`src/rtl/mem_access_ctrl_if.sv`:
```
`default_nettype none
// ============================================================================
// Module   : mem_access_ctrl_if
// Purpose  : Bundles the pipeline request/response signals and the
//            data-memory strobe/response signals of mem_access_ctrl.
// Modports : master - the access controller (drives busy/done/fault,
//                     read_data and the memory strobes, address, data)
//            slave  - the environment (pipeline requests and memory
//                     responses)
// Revision : 1.0 - initial release
// ============================================================================
interface mem_access_ctrl_if #(
    parameter int WORD = 64
);
    // pipeline side
    logic            req_read;
    logic            req_write;
    logic [WORD-1:0] req_address;
    logic [WORD-1:0] req_write_data;
    logic            busy;
    logic            done;
    logic            fault;
    logic [WORD-1:0] read_data;
    // data-memory side
    logic            mem_read;
    logic            mem_write;
    logic [WORD-1:0] mem_address;
    logic [WORD-1:0] mem_write_data;
    logic [WORD-1:0] mem_read_data;
    logic            mem_ready;

    modport master (
        input  req_read, req_write, req_address, req_write_data,
        input  mem_read_data, mem_ready,
        output busy, done, fault, read_data,
        output mem_read, mem_write, mem_address, mem_write_data
    );

    modport slave (
        output req_read, req_write, req_address, req_write_data,
        output mem_read_data, mem_ready,
        input  busy, done, fault, read_data,
        input  mem_read, mem_write, mem_address, mem_write_data
    );
endinterface
`default_nettype wire

```
`src/rtl/mem_access_ctrl.sv`:
```
`default_nettype none
// ============================================================================
// Module   : mem_access_ctrl
// Purpose  : Initiator side of the data-memory interface. Accepts one
//            doubleword load or store at a time, drives the memory strobe
//            until mem_ready (or a timeout), captures load data and stalls
//            the pipeline while the access is in flight. Misaligned,
//            conflicting and timed-out requests complete with fault=1.
// Ports    : clk   - system clock, rising edge
//            rst_n - synchronous reset, active-low
//            bus   - mem_access_ctrl_if.master (requests, busy/done/fault,
//                    read_data, memory strobes/address/data, mem_ready)
// Revision : 1.0 - initial release
// ============================================================================
module mem_access_ctrl #(
    parameter int WORD    = 64,
    parameter int TIMEOUT = 16   // legal range 1..255
) (
    input  wire logic          clk,
    input  wire logic          rst_n,
    mem_access_ctrl_if.master  bus
);

    localparam logic [1:0] c_ST_IDLE   = 2'd0;
    localparam logic [1:0] c_ST_ACCESS = 2'd1;
    localparam logic [1:0] c_ST_RESP   = 2'd2;

    // Count value on the last permitted ACCESS cycle: the counter reads 0 in
    // the first strobe cycle, so the strobe stays up for exactly TIMEOUT cycles.
    localparam logic [7:0] c_CNT_LIMIT = 8'(TIMEOUT - 1);

    logic [1:0]      r_state;
    logic [7:0]      r_cnt;
    logic            r_busy;
    logic            r_done;
    logic            r_fault;
    logic [WORD-1:0] r_read_data;
    logic            r_mem_read;
    logic            r_mem_write;
    logic [WORD-1:0] r_mem_address;
    logic [WORD-1:0] r_mem_write_data;

    logic w_req_any;
    logic w_req_ok;

    assign w_req_any = bus.req_read | bus.req_write;
    // exactly one request, doubleword aligned
    assign w_req_ok  = (bus.req_read ^ bus.req_write) && (bus.req_address[2:0] == 3'b000);

    always_ff @(posedge clk) begin
        if (!rst_n) begin
            r_state          <= c_ST_IDLE;
            r_cnt            <= 8'd0;
            r_busy           <= 1'b0;
            r_done           <= 1'b0;
            r_fault          <= 1'b0;
            r_read_data      <= '0;
            r_mem_read       <= 1'b0;
            r_mem_write      <= 1'b0;
            r_mem_address    <= '0;
            r_mem_write_data <= '0;
        end else begin
            case (r_state)
                c_ST_IDLE: begin
                    if (w_req_ok) begin
                        r_mem_address    <= bus.req_address;
                        r_mem_write_data <= bus.req_write_data;
                        r_mem_read       <= bus.req_read;
                        r_mem_write      <= bus.req_write;
                        r_busy           <= 1'b1;
                        r_cnt            <= 8'd0;
                        r_state          <= c_ST_ACCESS;
                    end else if (w_req_any) begin
                        // rejected request: no strobe, straight to the response cycle
                        r_busy  <= 1'b1;
                        r_done  <= 1'b1;
                        r_fault <= 1'b1;
                        r_state <= c_ST_RESP;
                    end
                end

                c_ST_ACCESS: begin
                    // ready wins over the timeout limit in the same cycle
                    if (bus.mem_ready) begin
                        if (r_mem_read) begin
                            r_read_data <= bus.mem_read_data;
                        end
                        r_mem_read  <= 1'b0;
                        r_mem_write <= 1'b0;
                        r_done      <= 1'b1;
                        r_fault     <= 1'b0;
                        r_state     <= c_ST_RESP;
                    end else if (r_cnt == c_CNT_LIMIT) begin
                        r_mem_read  <= 1'b0;
                        r_mem_write <= 1'b0;
                        r_done      <= 1'b1;
                        r_fault     <= 1'b1;
                        r_state     <= c_ST_RESP;
                    end else begin
                        r_cnt <= r_cnt + 8'd1;
                    end
                end

                c_ST_RESP: begin
                    r_busy  <= 1'b0;
                    r_done  <= 1'b0;
                    r_fault <= 1'b0;
                    r_state <= c_ST_IDLE;
                end

                default: begin
                    r_state <= c_ST_IDLE;
                end
            endcase
        end
    end

    assign bus.busy           = r_busy;
    assign bus.done           = r_done;
    assign bus.fault          = r_fault;
    assign bus.read_data      = r_read_data;
    assign bus.mem_read       = r_mem_read;
    assign bus.mem_write      = r_mem_write;
    assign bus.mem_address    = r_mem_address;
    assign bus.mem_write_data = r_mem_write_data;

endmodule
`default_nettype wire
```
`src/flat_wrapper.sv`:
```
// flat-port wrapper written by rule: the top's interface ports become plain ports
module mem_access_ctrl_flat 
#(
    parameter int WORD    = 64,
    parameter int TIMEOUT = 16                        
)
  (clk, rst_n, bus_req_read, bus_req_write, bus_req_address, bus_req_write_data, bus_mem_read_data, bus_mem_ready, bus_busy, bus_done, bus_fault, bus_read_data, bus_mem_read, bus_mem_write, bus_mem_address, bus_mem_write_data);
  mem_access_ctrl_if #(.WORD(WORD)) bus_i ();
  input  wire logic clk;
  input  wire logic rst_n;
  input wire logic [$bits(bus_i.req_read)-1:0] bus_req_read;
  input wire logic [$bits(bus_i.req_write)-1:0] bus_req_write;
  input wire logic [$bits(bus_i.req_address)-1:0] bus_req_address;
  input wire logic [$bits(bus_i.req_write_data)-1:0] bus_req_write_data;
  input wire logic [$bits(bus_i.mem_read_data)-1:0] bus_mem_read_data;
  input wire logic [$bits(bus_i.mem_ready)-1:0] bus_mem_ready;
  output wire logic [$bits(bus_i.busy)-1:0] bus_busy;
  output wire logic [$bits(bus_i.done)-1:0] bus_done;
  output wire logic [$bits(bus_i.fault)-1:0] bus_fault;
  output wire logic [$bits(bus_i.read_data)-1:0] bus_read_data;
  output wire logic [$bits(bus_i.mem_read)-1:0] bus_mem_read;
  output wire logic [$bits(bus_i.mem_write)-1:0] bus_mem_write;
  output wire logic [$bits(bus_i.mem_address)-1:0] bus_mem_address;
  output wire logic [$bits(bus_i.mem_write_data)-1:0] bus_mem_write_data;
  assign bus_i.req_read = bus_req_read;
  assign bus_i.req_write = bus_req_write;
  assign bus_i.req_address = bus_req_address;
  assign bus_i.req_write_data = bus_req_write_data;
  assign bus_i.mem_read_data = bus_mem_read_data;
  assign bus_i.mem_ready = bus_mem_ready;
  assign bus_busy = bus_i.busy;
  assign bus_done = bus_i.done;
  assign bus_fault = bus_i.fault;
  assign bus_read_data = bus_i.read_data;
  assign bus_mem_read = bus_i.mem_read;
  assign bus_mem_write = bus_i.mem_write;
  assign bus_mem_address = bus_i.mem_address;
  assign bus_mem_write_data = bus_i.mem_write_data;
  mem_access_ctrl #(.WORD(WORD), .TIMEOUT(TIMEOUT)) u_core (.clk(clk), .rst_n(rst_n), .bus(bus_i));
endmodule
```
`config.mk`:
```
export PLATFORM = sky130hd
export DESIGN_NAME = mem_access_ctrl_flat
export DESIGN_NICKNAME = d
export VERILOG_FILES = /design/src/rtl/mem_access_ctrl_if.sv /design/src/rtl/mem_access_ctrl.sv /design/src/flat_wrapper.sv
export SDC_FILE = /design/constraint.sdc
export NUM_CORES = 1
export LEC_CHECK = 0
export ABC_AREA = 1
export CAP_MARGIN = 20
export CORE_AREA = 2 2 154 156
export CTS_CLUSTER_SIZE = 28
export DETAILED_ROUTE_END_ITERATION = 10
export DIE_AREA = 0 0 156 158
export GPL_ROUTABILITY_DRIVEN = 0
export PLACE_DENSITY_LB_ADDON = 0.1
export SLEW_MARGIN = 40
export SYNTH_ARGS = -nofsm -noshare
export SYNTH_HDL_FRONTEND = slang
export SYNTH_SLANG_ARGS = --single-unit
export TNS_END_PERCENT = 10
```
`constraint.sdc`:
```
create_clock -name clk -period 2 [get_ports clk]
set_input_delay 0.5 -clock clk [delete_from_list [all_inputs] [get_ports clk]]
set_output_delay 0.5 -clock clk [all_outputs]
set_load 0.02 [all_outputs]
```
==> impl_metrics.yaml, run 1 <==
synthesis:
  synth_nets: 1144
  syn-mean-instance-area_um2: 7.81
  synth_area_um2: 7380
  ys_seq_elements: 207
  ys_seq_area_share_pct: 56.2
  yosysWarnings: 0
  yosysUniqueCellTypes: 21
  synthCells: 945
route:
  drt_iter0_markers: 362
  firstDrtPassIters: 6
  avgRoutedWirePerCell_um: 15.0
  route.detailed.vias_per_inst: 4.51
  final_antenna_net_count: 0
  wirelength_um: 24800
  vias: 7433
  route.detailed.drc: 0
cells_and_area:
  final_cell_mix: "329 x clkdlybuf4s50_1, 285 x nand2_1, 207 x dfxtp_1"
  drive_above_1_share_pct: 6.12
  multiInputGateArea_um2: 2650
  nFillCells: 2196
  regArea_um2: 4140
  fin_nets: 1543
  final_common_cell: "clkdlybuf4s50_1"
  fin_util_pct: 54.8
  area_delta_synth_final_pct: 71.4
  design_area_um2: 12600
power_and_ir_drop:
  powerDensity_nw_per_um2: 714
  ir_worst_vdd_mv: 0.508
  leakage_nw: 5.28
floorplanning:
  dieWidth_um: 156
  core.rowCount: 56
  dieArea_um2: 24600
  fp.dieH_um: 158
  boundaryPins: 394
  core-area_um2: 23100
  initial_core_util_pct: 32.0
timing:
  min_period_ns: 1.97
  slew_headroom_pct: 71.2
  setup_slack_ns: 0.0341
  hold_viol: 0
  setup_viol: 0
  fin_skew_ns: 0.00365
  min_period_over_period_pct: 98.3
  tns_ns: 0
  slew_viol_final: 0
  rsz0062_at_grt: "false"
  fmax_ghz: 0.509
  worst_pin_slew_ns: 0.433
clocking:
  clk_pin_slew_ns: 0.06
  cts_root_buf: "clkbuf_16"
  htree_num_levels: 1
  cts_made_buffers: 23
  cts_tree: "yes"
  clk_latency_ns: 0.50
  cts.sinks: 207
  postCtsSetupBuffers: 0
  cts_buffer_depth: 3
worst_setup_path:
  critical_path.top_delay_family: "buffers and inverters"
  reg2reg_from: "u_core.r_state[0]"
  crit_fanout: 2
  cp.depth: 1
  required_ns: 1.50
  slowest_stage: "clkdlybuf4s50_1"
  start_kind: "register"
  ff2ff_path_depth: 6
  startpoint: "u_core.bus.mem_address[15]"
  cp_cell_sequence: "clkdlybuf4s50_1"
  critPathMaxStageDelay_ns: 0.64
  ff2ff_setup_slack_ns: 0.37
  cp-end-kind: "output pin"
  path_buf_inv: 1
  cp.arrival_ns: 1.47
  cp-endpoint: "bus_mem_address[15]"
  reg2reg_to: "u_core.bus.read_data[50]"
  crit_type: "register to output pin"
place:
  placed_area_um2: 11900
  place_ws_ns: -0.210
  dpl.hpwl_um: 17800
  io_buffer_count: 393
global_routing:
  grt_max_degree: 70
  grt_pass1_wl_um: 37100
  grt_pass1_vias: 6907
  grt_util_all_layers_pct: 18.7
  grt_antenna_before_repair: 1
  grt.overflow.total: 0
run_status:
  status: "completed"
worst_hold_path:
  hold_class: "register to register"
run:
  cap_violations: 0
routing by layer:
metal  track usage (%)  share of wire [%]  routed length (µm)
met1              22.0                 40                9880
met2              32.0                 47               11600
met3              7.12                 11                2680
met4              5.24                2.7                 671
met5                 0                  0                   0
synth_stat cells (all sizes together):
| cell | number | area share [%] |
|---|---|---|
| nand2 | 286 | 15 |
| dfxtp | 207 | 56 |
| a21oi | 205 | 14 |
| inv | 82 | 4.2 |
| o21ai | 67 | 4.6 |
| clkbuf | 33 | 1.7 |
| buf | 30 | 2.4 |
| nor2 | 17 | 0.86 |
| nand3 | 9 | 0.61 |
| ha | 2 | 0.34 |
| nand4 | 2 | 0.25 |
| nor3 | 2 | 0.14 |
| o21bai | 1 | 0.10 |
| or2 | 1 | 0.085 |
| xor2 | 1 | 0.12 |
area by class of cell:
class,instances,area share (%)
diodes,1,0.0198
clock buffers,35,5.31
clock inverters,2,0.0792
inverters,82,2.46
multi-input cells,593,20.9
flip-flops and latches,207,32.8
well taps,290,2.87
repair buffers,437,35.5
repair_timing:
| item | 4_1_cts | 5_1_grt |
|---|---|---|
| hold endpoints to repair | 0 | 0 |
| hold buffers | 0 | 0 |
| pin swaps | 0 | 0 |
| setup endpoints to repair | 20 | 43 |
| resized for setup | 20 | 43 |
registers in the layout, summed over array words and instances, names as in the netlist:
register	cells
u_core.bus.busy	1
u_core.bus.done	1
u_core.bus.fault	1
u_core.bus.mem_address	64
u_core.bus.mem_read	1
u_core.bus.mem_write	1
u_core.bus.mem_write_data	64
u_core.bus.read_data	64
u_core.r_cnt	8
u_core.r_state	2
cells by family after synthesis:
family                   share of synthesized area [%]
AO/OA/AOI/OAI                                     18.6
XOR/XNOR                                         0.119
adder cells (fa/ha/maj)                          0.339
buffers and inverters                             8.23
flip-flops                                        56.2
AND/OR/NAND/NOR                                   16.5
how the worst min path moves through the flow:
stage                                    from                        end  slack, ns  depth (start not counted)
finish              u_core.bus.mem_address[1]  u_core.bus.mem_address[1]       0.43                          2
floorplan                     u_core.r_cnt[0]            u_core.r_cnt[0]       0.45                          1
detailed placement  u_core.bus.mem_address[2]  u_core.bus.mem_address[2]       0.43                          2
CTS                 u_core.bus.mem_address[2]  u_core.bus.mem_address[2]       0.44                          2
global route         u_core.bus.read_data[10]   u_core.bus.read_data[10]       0.45                          2
global placement    u_core.bus.mem_address[2]  u_core.bus.mem_address[2]       0.42                          2
stage by stage:
step                cells  hold slack (ns)  power [mW]
global route         1647            0.452        9.39
floorplan             945            0.450        4.60
finish               1647            0.432        9.02
detailed placement   1609            0.426        5.23
global placement     1609            0.419        5.22
CTS                  1646            0.435        9.18
tightest hold or removal path, delay by kind of cell, from the launching register on:
kind | cells | cell delay (ns)
AND/OR/NAND/NOR | 1 | 0.06
flip-flops | 1 | 0.31
buffers and inverters | 1 | 0.03
power by group:
| part | switching, mW | internal, mW |
|---|---|---|
| sequential | 0.0326 | 4.19 |
| combinational | 0.369 | 0.530 |
| clock | 1.62 | 2.28 |
| total | 2.02 | 7.00 |
No activity file was read; power rests on OpenSTA's default activity.
==> run 2: changes to the inputs <==
--- a/config.mk
+++ b/config.mk
@@ -7,4 +7,5 @@
 export LEC_CHECK = 0
 export ABC_AREA = 1
+export ABC_CLOCK_PERIOD_IN_PS = 2000
 export CAP_MARGIN = 20
 export CORE_AREA = 2 2 154 156
@@ -18,3 +19,2 @@
 export SYNTH_HDL_FRONTEND = slang
 export SYNTH_SLANG_ARGS = --single-unit
-export TNS_END_PERCENT = 10
==> constraint.sdc (replaced) <==
create_clock -name clk -period 2 [get_ports clk]
set_input_delay 0.5 -clock clk [delete_from_list [all_inputs] [get_ports clk]]
set_output_delay 0.5 -clock clk [all_outputs]
set_load 0.05 [all_outputs]
==> run 2 against run 1 <==
Worst setup slack improved by 0.071 ns. Largest cell class is now flip-flops and latches. Clock power grew 4%. Critical endpoint is now bus_mem_write_data[55]. Highest routed layer is now met5. Cell count is 0.12% lower. Clock skew is 0.0099 ns higher.
==> impl_metrics.yaml, run 2 (synthesis gave the netlist of run 1 again) <==
run_status:
  status: "completed"
route:
  vias: 7399
  drt_iter0_markers: 322
  firstDrtPassIters: 4
  avgRoutedWirePerCell_um: 15.0
  wirelength_um: 24700
  route.detailed.vias_per_inst: 4.50
  route.detailed.drc: 0
  final_antenna_net_count: 0
worst_setup_path:
  cp-end-kind: "output pin"
  ff2ff_path_depth: 6
  critPathMaxStageDelay_ns: 0.55
  critical_path.top_delay_family: "buffers and inverters"
  cp_cell_sequence: "dlygate4sd2_1"
  start_kind: "register"
  reg2reg_to: "u_core.bus.read_data[17]"
  reg2reg_from: "u_core.r_state[0]"
  crit_fanout: 2
  cp.arrival_ns: 1.40
  required_ns: 1.50
  path_buf_inv: 1
  ff2ff_setup_slack_ns: 0.39
  crit_type: "register to output pin"
  slowest_stage: "dlygate4sd2_1"
clocking:
  cts_tree: "yes"
  clk_pin_slew_ns: 0.06
  cts_root_buf: "clkbuf_16"
  postCtsSetupBuffers: 0
  cts_buffer_depth: 3
  clk_latency_ns: 0.51
  cts.sinks: 207
  cts_made_buffers: 24
  htree_num_levels: 1
power_and_ir_drop:
  powerDensity_nw_per_um2: 761
  ir_worst_vdd_mv: 0.649
  leakage_nw: 5.04
  power_mw: 9.30
timing:
  worst_pin_slew_ns: 0.522
  slew_headroom_pct: 65.3
  min_period_over_period_pct: 94.8
  slew_viol_final: 0
  min_period_ns: 1.90
  setup_viol: 0
  rsz0062_at_grt: "false"
  fin_skew_ns: 0.0136
  fmax_ghz: 0.528
  setup_slack_ns: 0.105
  whs_ns: 0.381
  hold_viol: 0
global_routing:
  grt_util_all_layers_pct: 18.8
  grt_max_degree: 68
  grt_pass1_vias: 6958
  grt_pass1_wl_um: 37200
  grt.overflow.total: 0
  grt_antenna_before_repair: 2
worst_hold_path:
  hp-start: "rst_n"
  hold_depth: 3
  hold_end: "u_core.bus.read_data[9]"
  hold_class: "primary input to register"
floorplanning:
  core.rowCount: 56
  boundaryPins: 394
  fp.dieH_um: 158
  core-area_um2: 23100
  dieWidth_um: 156
  initial_core_util_pct: 32.0
  dieArea_um2: 24600
place:
  dp_cells: 1602
  dpl.hpwl_um: 18000
  place_ws_ns: -0.209
  io_buffer_count: 393
cells_and_area:
  fin_cells: 1645
  drive_above_1_share_pct: 14.8
  nFillCells: 2247
  area_delta_synth_final_pct: 65.8
  fin_nets: 1537
  final_cell_mix: "285 x nand2_1, 207 x dfxtp_1, 205 x a21oi_1"
  final_common_cell: "nand2_1"
  fin_util_pct: 53.1
run:
  cap_violations: 0
==> run 2: cell count changes in the layout (fill, tap and decap cells not counted), moves of 2 or more <==
cell             delta
clkinv_2            +2
buf_4             +107
buf_12              +6
dlygate4sd2_1      +57
clkdlybuf4s50_1   -134
dlymetal6s2s_1     -43
==> run 2: worst reg2reg max path, stage by stage (launching register included) <==
cell and delay (ns):
dfxtp_1 0.40, nand2_1 0.11, inv_2 0.13, nand3_4 0.31, buf_4 0.32, o21ai_1 0.14, a21oi_1 0.07
==> run 2: metrics by stage <==
step | cell area [µm²] | setup TNS [ns]
CTS | 12200 | 0
global route | 12200 | 0
detailed placement | 11600 | -20.84
global placement | 11600 | -17.57
finish | 12200 | 0
floorplan | 7380 | 0
==> run 2: worst max-delay path by stage <==
stage / from / end / slack, ns / cells after the start
floorplan: bus_req_write / u_core.bus.mem_address[57] / 0.37 / 7
global placement: bus_req_write / u_core.bus.mem_address[10] / -0.17 / 8
detailed placement: bus_req_write / u_core.bus.mem_write_data[21] / -0.21 / 8
CTS: u_core.bus.mem_write_data[20] / bus_mem_write_data[20] / 0.07 / 1
global route: u_core.bus.mem_write_data[33] / bus_mem_write_data[33] / 0.04 / 1
finish: u_core.bus.mem_write_data[55] / bus_mem_write_data[55] / 0.10 / 1
==> run 2: power by group <==
part | total, mW | switching, mW | internal (mW)
Sequential | 4.22 | 0.0347 | 4.19
Combinational | 1.02 | 0.504 | 0.514
Clock | 4.06 | 1.70 | 2.36
==> run 2: metal layers <==
metal  GRT usage (%)  share of wire (%)  wire [µm]
met1            21.7                 40       9820
met2            32.7                 48      11700
met3            7.12                 10       2480
met4            5.29                2.4        590
met5               0              0.053         13
==> run 2: timing repair <==
item,4_1_cts,5_1_grt
setup endpoints to repair,77,0
hold buffers,0,0
resized for setup,77,0
==> run 2: cell type report <==
class | instances | area, µm² | area share [%]
repair buffers | 430 | 4040 | 33.0
clock buffers | 36 | 686 | 5.60
inverters | 82 | 312 | 2.55
flip-flops and latches | 207 | 4140 | 33.9
clock inverters | 6 | 43.8 | 0.358
multi-input cells | 593 | 2650 | 21.6
diodes | 1 | 2.50 | 0.0205
well taps | 290 | 363 | 2.97
==> run 3: changes to the inputs <==
SLEW_MARGIN = default   (was 40)
==> results of run 3 <==
Final layout, timing and power as in run 2 (identical DEF).
==> edit: new RTL, config.mk and constraints of run 1 <==
`WORD` is set to 64 in 3 places; all go to 32.
--- a/src/rtl/mem_access_ctrl_if.sv
+++ b/src/rtl/mem_access_ctrl_if.sv
@@ -12,3 +12,3 @@
 interface mem_access_ctrl_if #(
-    parameter int WORD = 64
+    parameter int WORD = 32
 );
--- a/src/rtl/mem_access_ctrl.sv
+++ b/src/rtl/mem_access_ctrl.sv
@@ -15,3 +15,3 @@
 module mem_access_ctrl #(
-    parameter int WORD    = 64,
+    parameter int WORD    = 32,
     parameter int TIMEOUT = 16   // legal range 1..255
--- a/src/flat_wrapper.sv
+++ b/src/flat_wrapper.sv
@@ -3,3 +3,3 @@
 #(
-    parameter int WORD    = 64,
+    parameter int WORD    = 32,
     parameter int TIMEOUT = 16                        
Interface: changed (6 resized); port bits go from 394 to 202. The function was not compared with the original's and may differ.
==> edit against run 1 <==
- wire length fell by 43%
- maximum frequency grew 3.5%
- cell area is 45% lower
- highest routed layer unchanged
- core utilization shrank 25 points
- synthesized area decreased by 44%
- sequential cell count is 96 lower
- setup slack improved by 0.067 ns
- total power is 49% lower
==> edit: results <==
[pwr]
ir_drop_mv = 0.3379
power.leakage_nw = 2.405
combPwrFrac_pct = 11.0
internal_power_mw = 3.540

[place]
dpl_worst_slack_ns = -0.3042
io_buffers = 201

[critical_path]
crit_path_max_incr_delay_ns = 0.49
startpoint = "bus_req_write"
arrival_ns = 2.18
reg2reg_from = "u_core.r_cnt[0]$_SDFFE_PN0P_"
reg2reg_to = "u_core.r_cnt[6]$_SDFFE_PN0P_"
crit_fanout = 14

[global_routing]
grt_first_pass_wirelength_um = 20710
grt_max_degree = 65
use_met3_pct = 3.203
antenna_found_initial = 0
grt_use_total_pct = 10.79

[synth]
syn_nets = 632
ys_seq_area_share_pct = 53.93
synth_compound_area_share_pct = 18.01
synth-xor-area-share_pct = 0.2126
ys_top_cells_by_area = "dfxtp_1, nand2_1, a21oi_1"
synth_cell_types = 27

[final_layout]
fillCellCount = 2449
antenna-diode-count = 0

[sta]
clock_skew_ns = 0.008264
worst_slew_pin_slew_ns = 0.3392
hold_slack_ns = 0.4275

[status]
status = "completed"

[drt]
wirelength_met1_um = 5934
finalWirelength_um = 14050
wl_per_cell_um = 13.72
wl_met2_um = 7313
drt-initial-drc-count = 142

[clock_tree]
numCtsBuffers = 9
clk_path_buf_depth = 2
htree_levels = 3
post_cts_resized = 0

[hold_path]
hold_start = "u_core.bus.mem_address[2]$_SDFFE_PN0P_"
hold_end = "u_core.bus.mem_address[2]$_SDFFE_PN0P_"
==> edit: final cells by class <==
cell class / count / area [sq um] / area share (%)
timing repair buffer: 219 / 2278 / 32.93
sequential: 111 / 2222 / 32.12
multi-input combinational: 336 / 1546 / 22.35
tap: 290 / 362.8 / 5.244
clock buffer: 10 / 229.0 / 3.309
inverter: 52 / 202.7 / 2.929
clock inverter: 6 / 77.57 / 1.121
==> edit: how the worst max path moves through the flow <==
stage	end	slack, ns
2_1_floorplan	u_core.bus.mem_address[25]$_SDFFE_PN0P_	0.32
3_3_place_gp	u_core.bus.mem_write$_SDFFE_PN0P_	-0.29
3_5_place_dp	u_core.bus.mem_address[10]$_SDFFE_PN0P_	-0.30
4_1_cts	u_core.bus.mem_address[10]$_SDFFE_PN0P_	0.07
5_1_grt	u_core.bus.mem_write$_SDFFE_PN0P_	-0.02
6_report	u_core.bus.mem_address[22]$_SDFFE_PN0P_	0.10
